$ cat src/rtl/instr_fetch_queue.sv
// instr_fetch_queue: fetch stage that sits directly after the program counter.
// It owns the fetch address and issues one word request at a time to
// instruction memory. Returned words are queued together with their PC, and
// decode drains the queue through a valid/ready handshake. A redirect flushes
// the queue and any word still in flight.
//
// Optional feature: define IFQ_PERF_EN to add the perf_fetched/perf_flushed
// counters and their ports.
//
// Ports:
//   clk, rst               clock (rising edge), asynchronous active-high reset
//   redirect, redirect_pc  taken branch/jump and its target (bits [1:0] ignored)
//   imem_req, imem_addr    single-cycle request strobe and word address
//   imem_rvalid, imem_rdata memory response
//   if_valid, if_instr, if_pc  queue head toward decode
//   id_ready               decode accepts the head
//   perf_fetched           (IFQ_PERF_EN) count of words pushed into the queue
//   perf_flushed           (IFQ_PERF_EN) count of words discarded by redirects
module instr_fetch_queue #(
   parameter int unsigned      WIDTH    = 32,
   parameter int unsigned      DEPTH    = 2,
   parameter logic [WIDTH-1:0] RESET_PC = '0
) (
   input  logic             clk,
   input  logic             rst,
   input  logic             redirect,
   input  logic [WIDTH-1:0] redirect_pc,
   output logic             imem_req,
   output logic [WIDTH-1:0] imem_addr,
   input  logic             imem_rvalid,
   input  logic [WIDTH-1:0] imem_rdata,
   output logic             if_valid,
   output logic [WIDTH-1:0] if_instr,
   output logic [WIDTH-1:0] if_pc,
   input  logic             id_ready
`ifdef IFQ_PERF_EN
   ,
   output logic [31:0]      perf_fetched,
   output logic [31:0]      perf_flushed
`endif
);

   localparam int unsigned PW = $clog2(DEPTH);
   localparam int unsigned CW = $clog2(DEPTH) + 1;
   localparam logic [WIDTH-1:0] ALIGN_MASK = ~WIDTH'(3);

   typedef enum logic [1:0] {
      IDLE    = 2'd0,
      WAIT    = 2'd1,
      DISCARD = 2'd2
   } state_t;

   state_t           state, state_nxt;
   logic [WIDTH-1:0] fetch_pc;
   logic [WIDTH-1:0] pc_inc;
   logic [WIDTH-1:0] q_pc    [DEPTH];
   logic [WIDTH-1:0] q_instr [DEPTH];
   logic [PW-1:0]    rd_ptr, wr_ptr;
   logic [CW-1:0]    count, cnt_after_pop;
   logic             pop, space_idle, space_wait;
   logic             issue, push, flush;

   assign pc_inc   = fetch_pc + WIDTH'(4);
   assign if_valid = (count != '0);
   assign if_pc    = q_pc[rd_ptr];
   assign if_instr = q_instr[rd_ptr];
   assign pop      = if_valid && id_ready;

   // Space is judged after this cycle's pop so a drained slot can be refilled
   // immediately; a response arriving later always finds a free entry.
   assign cnt_after_pop = count - CW'(pop);
   assign space_idle    = cnt_after_pop < CW'(DEPTH);
   assign space_wait    = (cnt_after_pop + CW'(1)) < CW'(DEPTH);

   // State register
   always_ff @(posedge clk or posedge rst) begin
      if (rst) state <= IDLE;
      else     state <= state_nxt;
   end

   // Next-state logic
   always_comb begin
      state_nxt = state;
      case (state)
         IDLE:    if (!redirect && space_idle) state_nxt = WAIT;
         WAIT: begin
            if (redirect)         state_nxt = imem_rvalid ? IDLE : DISCARD;
            else if (imem_rvalid) state_nxt = space_wait ? WAIT : IDLE;
         end
         DISCARD: if (imem_rvalid) state_nxt = IDLE;
         default: state_nxt = IDLE;
      endcase
   end

   // Output/control decode
   always_comb begin
      issue = 1'b0;
      push  = 1'b0;
      flush = 1'b0;
      case (state)
         IDLE: begin
            if (redirect)        flush = 1'b1;
            else if (space_idle) issue = 1'b1;
         end
         WAIT: begin
            if (redirect) flush = 1'b1;
            else if (imem_rvalid) begin
               push  = 1'b1;
               issue = space_wait;
            end
         end
         DISCARD: if (redirect) flush = 1'b1;
         default: ;
      endcase
   end

   // Request is gated by reset so nothing leaves the block while it is held.
   // In WAIT a new request targets the word after the one just returned.
   assign imem_req  = issue && !rst;
   assign imem_addr = imem_req ? ((state == WAIT) ? pc_inc : fetch_pc) : '0;

   // Fetch address
   always_ff @(posedge clk or posedge rst) begin
      if (rst)        fetch_pc <= RESET_PC & ALIGN_MASK;
      else if (flush) fetch_pc <= redirect_pc & ALIGN_MASK;
      else if (push)  fetch_pc <= pc_inc;
   end

   // Circular queue; flush takes priority over a same-cycle pop
   always_ff @(posedge clk or posedge rst) begin
      if (rst) begin
         rd_ptr <= '0;
         wr_ptr <= '0;
         count  <= '0;
         for (int i = 0; i < int'(DEPTH); i++) begin
            q_pc[i]    <= '0;
            q_instr[i] <= '0;
         end
      end else if (flush) begin
         rd_ptr <= '0;
         wr_ptr <= '0;
         count  <= '0;
      end else begin
         if (push) begin
            q_pc[wr_ptr]    <= fetch_pc;
            q_instr[wr_ptr] <= imem_rdata;
            wr_ptr          <= wr_ptr + PW'(1);
         end
         if (pop) rd_ptr <= rd_ptr + PW'(1);
         count <= count + CW'(push) - CW'(pop);
      end
   end

`ifdef IFQ_PERF_EN
   // Flushed words: everything queued plus the word in flight when in WAIT.
   // A word dropped later in DISCARD was already counted at the redirect.
   always_ff @(posedge clk or posedge rst) begin
      if (rst) begin
         perf_fetched <= '0;
         perf_flushed <= '0;
      end else begin
         if (push)  perf_fetched <= perf_fetched + 32'(1);
         if (flush) perf_flushed <= perf_flushed + 32'(count) + 32'(state == WAIT);
      end
   end
`endif

endmodule

$ cat config.mk
export PLATFORM = sky130hd
export DESIGN_NAME = instr_fetch_queue
export DESIGN_NICKNAME = d
export VERILOG_FILES = /design/src/rtl/instr_fetch_queue.sv
export SDC_FILE = /design/constraint.sdc
export NUM_CORES = 1
export LEC_CHECK = 0
export ABC_AREA = 1
export CORE_MARGIN = 3
export CORE_UTILIZATION = 52
export CTS_BUF_LIST = sky130_fd_sc_hd__clkbuf_16
export CTS_CLUSTER_DIAMETER = 40
export DETAILED_ROUTE_END_ITERATION = 8
export PLACE_DENSITY = 0.88
export SLEW_MARGIN = 25
export SYNTH_ARGS = -nofsm -noshare
export SYNTH_HDL_FRONTEND = slang
export SYNTH_SLANG_ARGS = --single-unit
$ cat constraint.sdc
create_clock -name clk -period 9.73 [get_ports clk]
set_input_delay 1.946 -clock clk [delete_from_list [all_inputs] [get_ports clk]]
set_output_delay 1.946 -clock clk [all_outputs]
set_load 0.05 [all_outputs]
; ---- Word level (Yosys, flattened, before mapping)
; Index checks and enable logic that the tools add are counted.
[word_totals]
reg_bits = 166
output_inout_bits = 98
word_cells = 78
[classes]
magnitude_cmp = 5
reduce_logical = 13
n_eq_ne = 5
mux = 36
bitwise_logic = 3
n_addsub = 7
[op_table]
columns = op, count
row1 = 32-bit 2-to-1 mux, 11
row2 = 64-bit bitwise mux, 2
row3 = "32-bit by 3-bit adder with 32-bit output, second input constant", 1
row4 = 32-bit demux with 1-bit select, 1
row5 = 1-bit 2-to-1 mux, 14
row6 = 2-bit 2-to-1 mux, 6
row7 = 2-bit case mux with 3 select lines, 1
row8 = 2-bit nonzero test, 3
row9 = "2-bit >= comparator, second input constant", 2
row10 = 1-bit logical AND, 4
row11 = "2-bit < comparator, second input constant", 2
row12 = "2-bit inequality test, second input constant", 2
row13 = 1-bit NOT with 2-bit output, 2
row14 = 2-bit by 1-bit subtractor with 2-bit output, 2
row15 = "3-bit inequality test, second input constant", 1
row16 = 3-bit AND reduction, 1
row17 = 3-bit OR reduction, 1
row18 = "1-bit adder, second input constant", 2
row19 = 2-bit by 1-bit adder with 2-bit output, 1
row20 = "2-bit by 1-bit adder with 2-bit output, second input constant", 1
row21 = "2-bit by 1-bit equality test with 1-bit output, second input constant", 1
row22 = "2-bit equality test, second input constant", 1
row23 = 1-bit zero test, 2
row24 = 2-bit zero test, 1
row25 = 4 further kinds, 4

; ---- Logic depth before layout (Yosys ltp)
[depth]
word_depth = 10
mapped_depth = 15
ltp_nobuf = 15

; ---- Worst setup path after synthesis
; Ideal clock, no wire load.
[synth_timing]
path_type = input port to output port
start = input port rst
end = output port imem_addr[12]
t_arrival_ns = 7.431
stages = 5
slack_ns = 0.353
required_ns = 7.784
path_cell_list = clkinv_1 > nand2_4 > clkinv_2 > nand2_1 > nor2_1
[synth_via]
elab_chain_len = 3
[synth_lines]
columns = element, line
row1 = from (decl), 25  ; input logic rst,
row2 = 1-bit zero test (no line), -
row3 = 1-bit logical AND, 119  ; assign imem_req = issue && !rst;
row4 = named net imem_req, 28  ; output logic imem_req,
row5 = 32-bit 2-to-1 mux, 120  ; assign imem_addr = imem_req ? ((state == WAIT) ? pc_inc : fetch_pc) : '0;
row6 = to (decl), 29  ; output logic [WIDTH-1:0] imem_addr,
; The timed path passes the listed nets, and every way through them passes these cells.

; ---- Worst setup path after layout
[layout_timing]
start = input port imem_rvalid
end = output port imem_addr[12]
[layout_via]
elab_chain_len = 5
[layout_lines]
columns = element, line
row1 = from (decl), 30  ; input logic imem_rvalid,
row2 = 1-bit 2-to-1 mux, 107  ; else if (imem_rvalid) begin
row3 = 1-bit 2-to-1 mux, 106  ; if (redirect) flush = 1'b1;
row4 = 1-bit case mux with 2 select lines, 100  ; case (state)
row5 = 1-bit logical AND, 119
row6 = 32-bit 2-to-1 mux, 120
; Every way passes these cells.

==> flow_summary.yaml <==
global_routing:
  overflow: 0
  grt.total_usage: 0.2605
  grt_pass1_wl_microns: 37330
  antenna_found_initial: 0
  grt_pass1_vias: 7399
  grt_max_degree: 126
worst_hold_path:
  whs_endpoint: "q_pc[4]"
  hp-start: "q_pc[4]"
  min_path_type: "reg2reg"
  worstHoldPathCells: 2
cts:
  numCtsBuffers: 17
  post_cts.repair.setup_buffers: 0
  postCtsResizedCells: 0
  htreeDepth: 4
  cts_buffer_depth: 2
  clockRootBuffer: "clkbuf_16"
  cts_tree: "built"
  clock_latency_ns: 0.43
  clk_pin_slew_ns: 0.06
  postCtsHoldBufs: 0
  cts.sinks: 160
logic_synthesis:
  syn-cell-area_sq_um: 8409
  syn_inst: 1178
  synth_edf_count: 0
  yosysSeqAreaShare: 0.4761
  synth.top_cell.area_share: 0.4761
  synthDistinctLibCells: 35
  yosys_warnings: 0
  yosysTopAreaCell: "dfrtp_1"
  ys.flop_type: "dfrtp_1"
  ys_ff_latch: 160
  async_flop_share: 1.000
  avgSynthCellArea_sq_um: 7.139
  ys_top_cells_by_area: "dfrtp_1, nand2_1, o21ai_0, inv_1, nor2_1"
floorplan:
  ios: 167
  die_w_microns: 133.2
  initial_core_util: 0.5431
  design.core.area_sq_um: 15480
  die_y_microns: 133.2
  row_count: 45
  die-area_sq_um: 17730
cells_and_area:
  fillers: 1278
  antenna_cells: 0
  fin_util: 0.6894
  syn_to_final_growth_pct: 26.93
  drive_gt1_frac: 0.04024
  finalNetCount: 1379
  fin_cells: 1528
  register_area_sq_um: 4005
  multiInputGateArea_sq_um: 3786
timing:
  post-route-period-util: 0.7032
  slew_violations: 0
  max_freq_ghz: 0.1462
  rsz0062_at_grt: "false"
  period_needed_ns: 6.842
  setup_violations: 0
  max-slew-margin-rel: 0.4132
  hold_viol_final: 0
  layout_setup_ws_ns: 2.888
  fin_tns_setup_ns: 0
  tightest_slew_ns: 0.8803
  skew_ns: 0.01030
setup_path:
  worstPathMaxFanout: 21
  cp_cell_sequence: "clkdlybuf4s50_1 -> nand2_1 -> nor2_4 -> nand3_2 -> nand2_4 -> nand2_4 -> clkinv_2 -> nand2_1 -> nor2_1 -> clkdlybuf4s50_1"
  required_ns: 7.78
  reg2reg_from: "state[1]"
  r2r_end: "count[1]"
  arrival_ns: 4.90
  start_kind: "input port"
  slowest_stage: "clkdlybuf4s50_1"
  critPathKind: "in2out"
  reg2regPathDepth: 9
  slowest_delay_ns: 0.82
  cp-end-kind: "output port"
  reg2reg_slack_ns: 7.02
route:
  wire_per_inst_microns: 15.17
  drt-pass1-iter-count: 5
  viasPerCell: 5.272
  ant_nets: 0
  vias: 8056
  drtIter0Drc: 732
  wl_microns: 23180
  drc: 0
power_and_ir_drop:
  ir_drop_mv: 0.1811
  total_power_mw: 3.760
  power_density_nw_per_um2: 352.2
  power_leakage_nw: 5.210
outcome:
  status: "finished clean"
placement:
  dp_slack_ns: 2.899
  gp_congestion: 0.9806
  place_hpwl_microns: 15870
  dp_cells: 1498
  port-buffer-count: 160
job:
  cap_viol_max_count: 0
through the flow:
stage	hold slack, ns	area [sq um]
after floorplan	0.4529	8421
after global placement	0.4655	10060
after detailed placement	0.4724	10080
after CTS	0.4873	10670
after global routing	0.5014	10670
final	0.4826	10670
synth_stat cells, types with 4 or more instances:
cell type and number:
nand2_1 508, clkbuf_1 34, o21ai_1 4, nor2_1 82, inv_2 4, buf_2 12, a21oi_1 11, ha_1 4
xor2_1 10, dfrtp_1 160, o21bai_1 7, nand3_1 55, inv_1 94, o211ai_1 10, buf_4 9, o21ai_0 143
report_power, final:
group          switching, mW  internal (mW)  total, mW
sequential             0.181          0.953       1.13
clock                  0.262          0.423      0.685
combinational           1.34          0.598       1.94
total                   1.79           1.97       3.76
registers in the layout, indices dropped and copies added, names as in the netlist:
signal / cells
q_instr: 64
q_pc: 60
fetch_pc: 30
count: 2
state: 2
rd_ptr: 1
wr_ptr: 1
routing by layer:
layer	track usage	vias up	routed length (microns)
met3	0.05060	29	1863
met5	0	-	0
met2	0.4097	371	10730
met1	0.3671	3723	10200
li1	-	3933	-
met4	0.08457	0	386
cell usage in the layout, fill, tap and decap left out, drive strengths merged, types with 2 or more instances in the layout:
cell type and n:
a21oi 14, and2 3, buf 5, bufinv 4, clkbuf 17, clkdlybuf4s50 160, clkinv 4, clkinvlp 3
conb 4, dfrtp 160, ha 4, inv 102, nand2 511, nand3 56, nand4 2, nor2 87
o211ai 10, o21ai 147, o21bai 7, o221ai 2, o31ai 2, xor2 10
layout make-up:
type                            instances  share of cell area
Inverter                              100             0.03575
Clock buffer                           17             0.03985
Clock inverter                         13             0.01618
Multi-Input combinational cell        862              0.3547
Sequential cell                       160              0.3752
Tap cell                              211             0.02473
Timing Repair Buffer                  165              0.1536
worst max path at each step:
stage                            from       endpoint  cells after the start
after floorplan                   rst  imem_addr[12]                      5
after CTS                 imem_rvalid  imem_addr[12]                     10
final                     imem_rvalid  imem_addr[12]                     10
after detailed placement  imem_rvalid  imem_addr[12]                     10
after global routing      imem_rvalid  imem_addr[15]                     10
after global placement    imem_rvalid  imem_addr[12]                     10
worst max-delay path: cells and delay by family:
kind / cells / cell delay (ns)
simple gates: 7 / 1.43
buf+inv: 3 / 1.50
kinds of logic (layout without fill, tap and decap cells):
| family | count (synthesis) | after routing | share of synthesized area |
|---|---|---|---|
| simple gates | 660 | 660 | 0.3102 |
| compound gates | 183 | 183 | 0.1169 |
| flops | 160 | 160 | 0.4761 |
| buf+inv | 159 | 295 | 0.07885 |
| xor+xnor | 11 | 11 | 0.01146 |
| fa+ha+maj | 4 | 4 | 0.005952 |
| other cells | 1 | 4 | 0.0004459 |
Power figures use the tool's default switching activity.
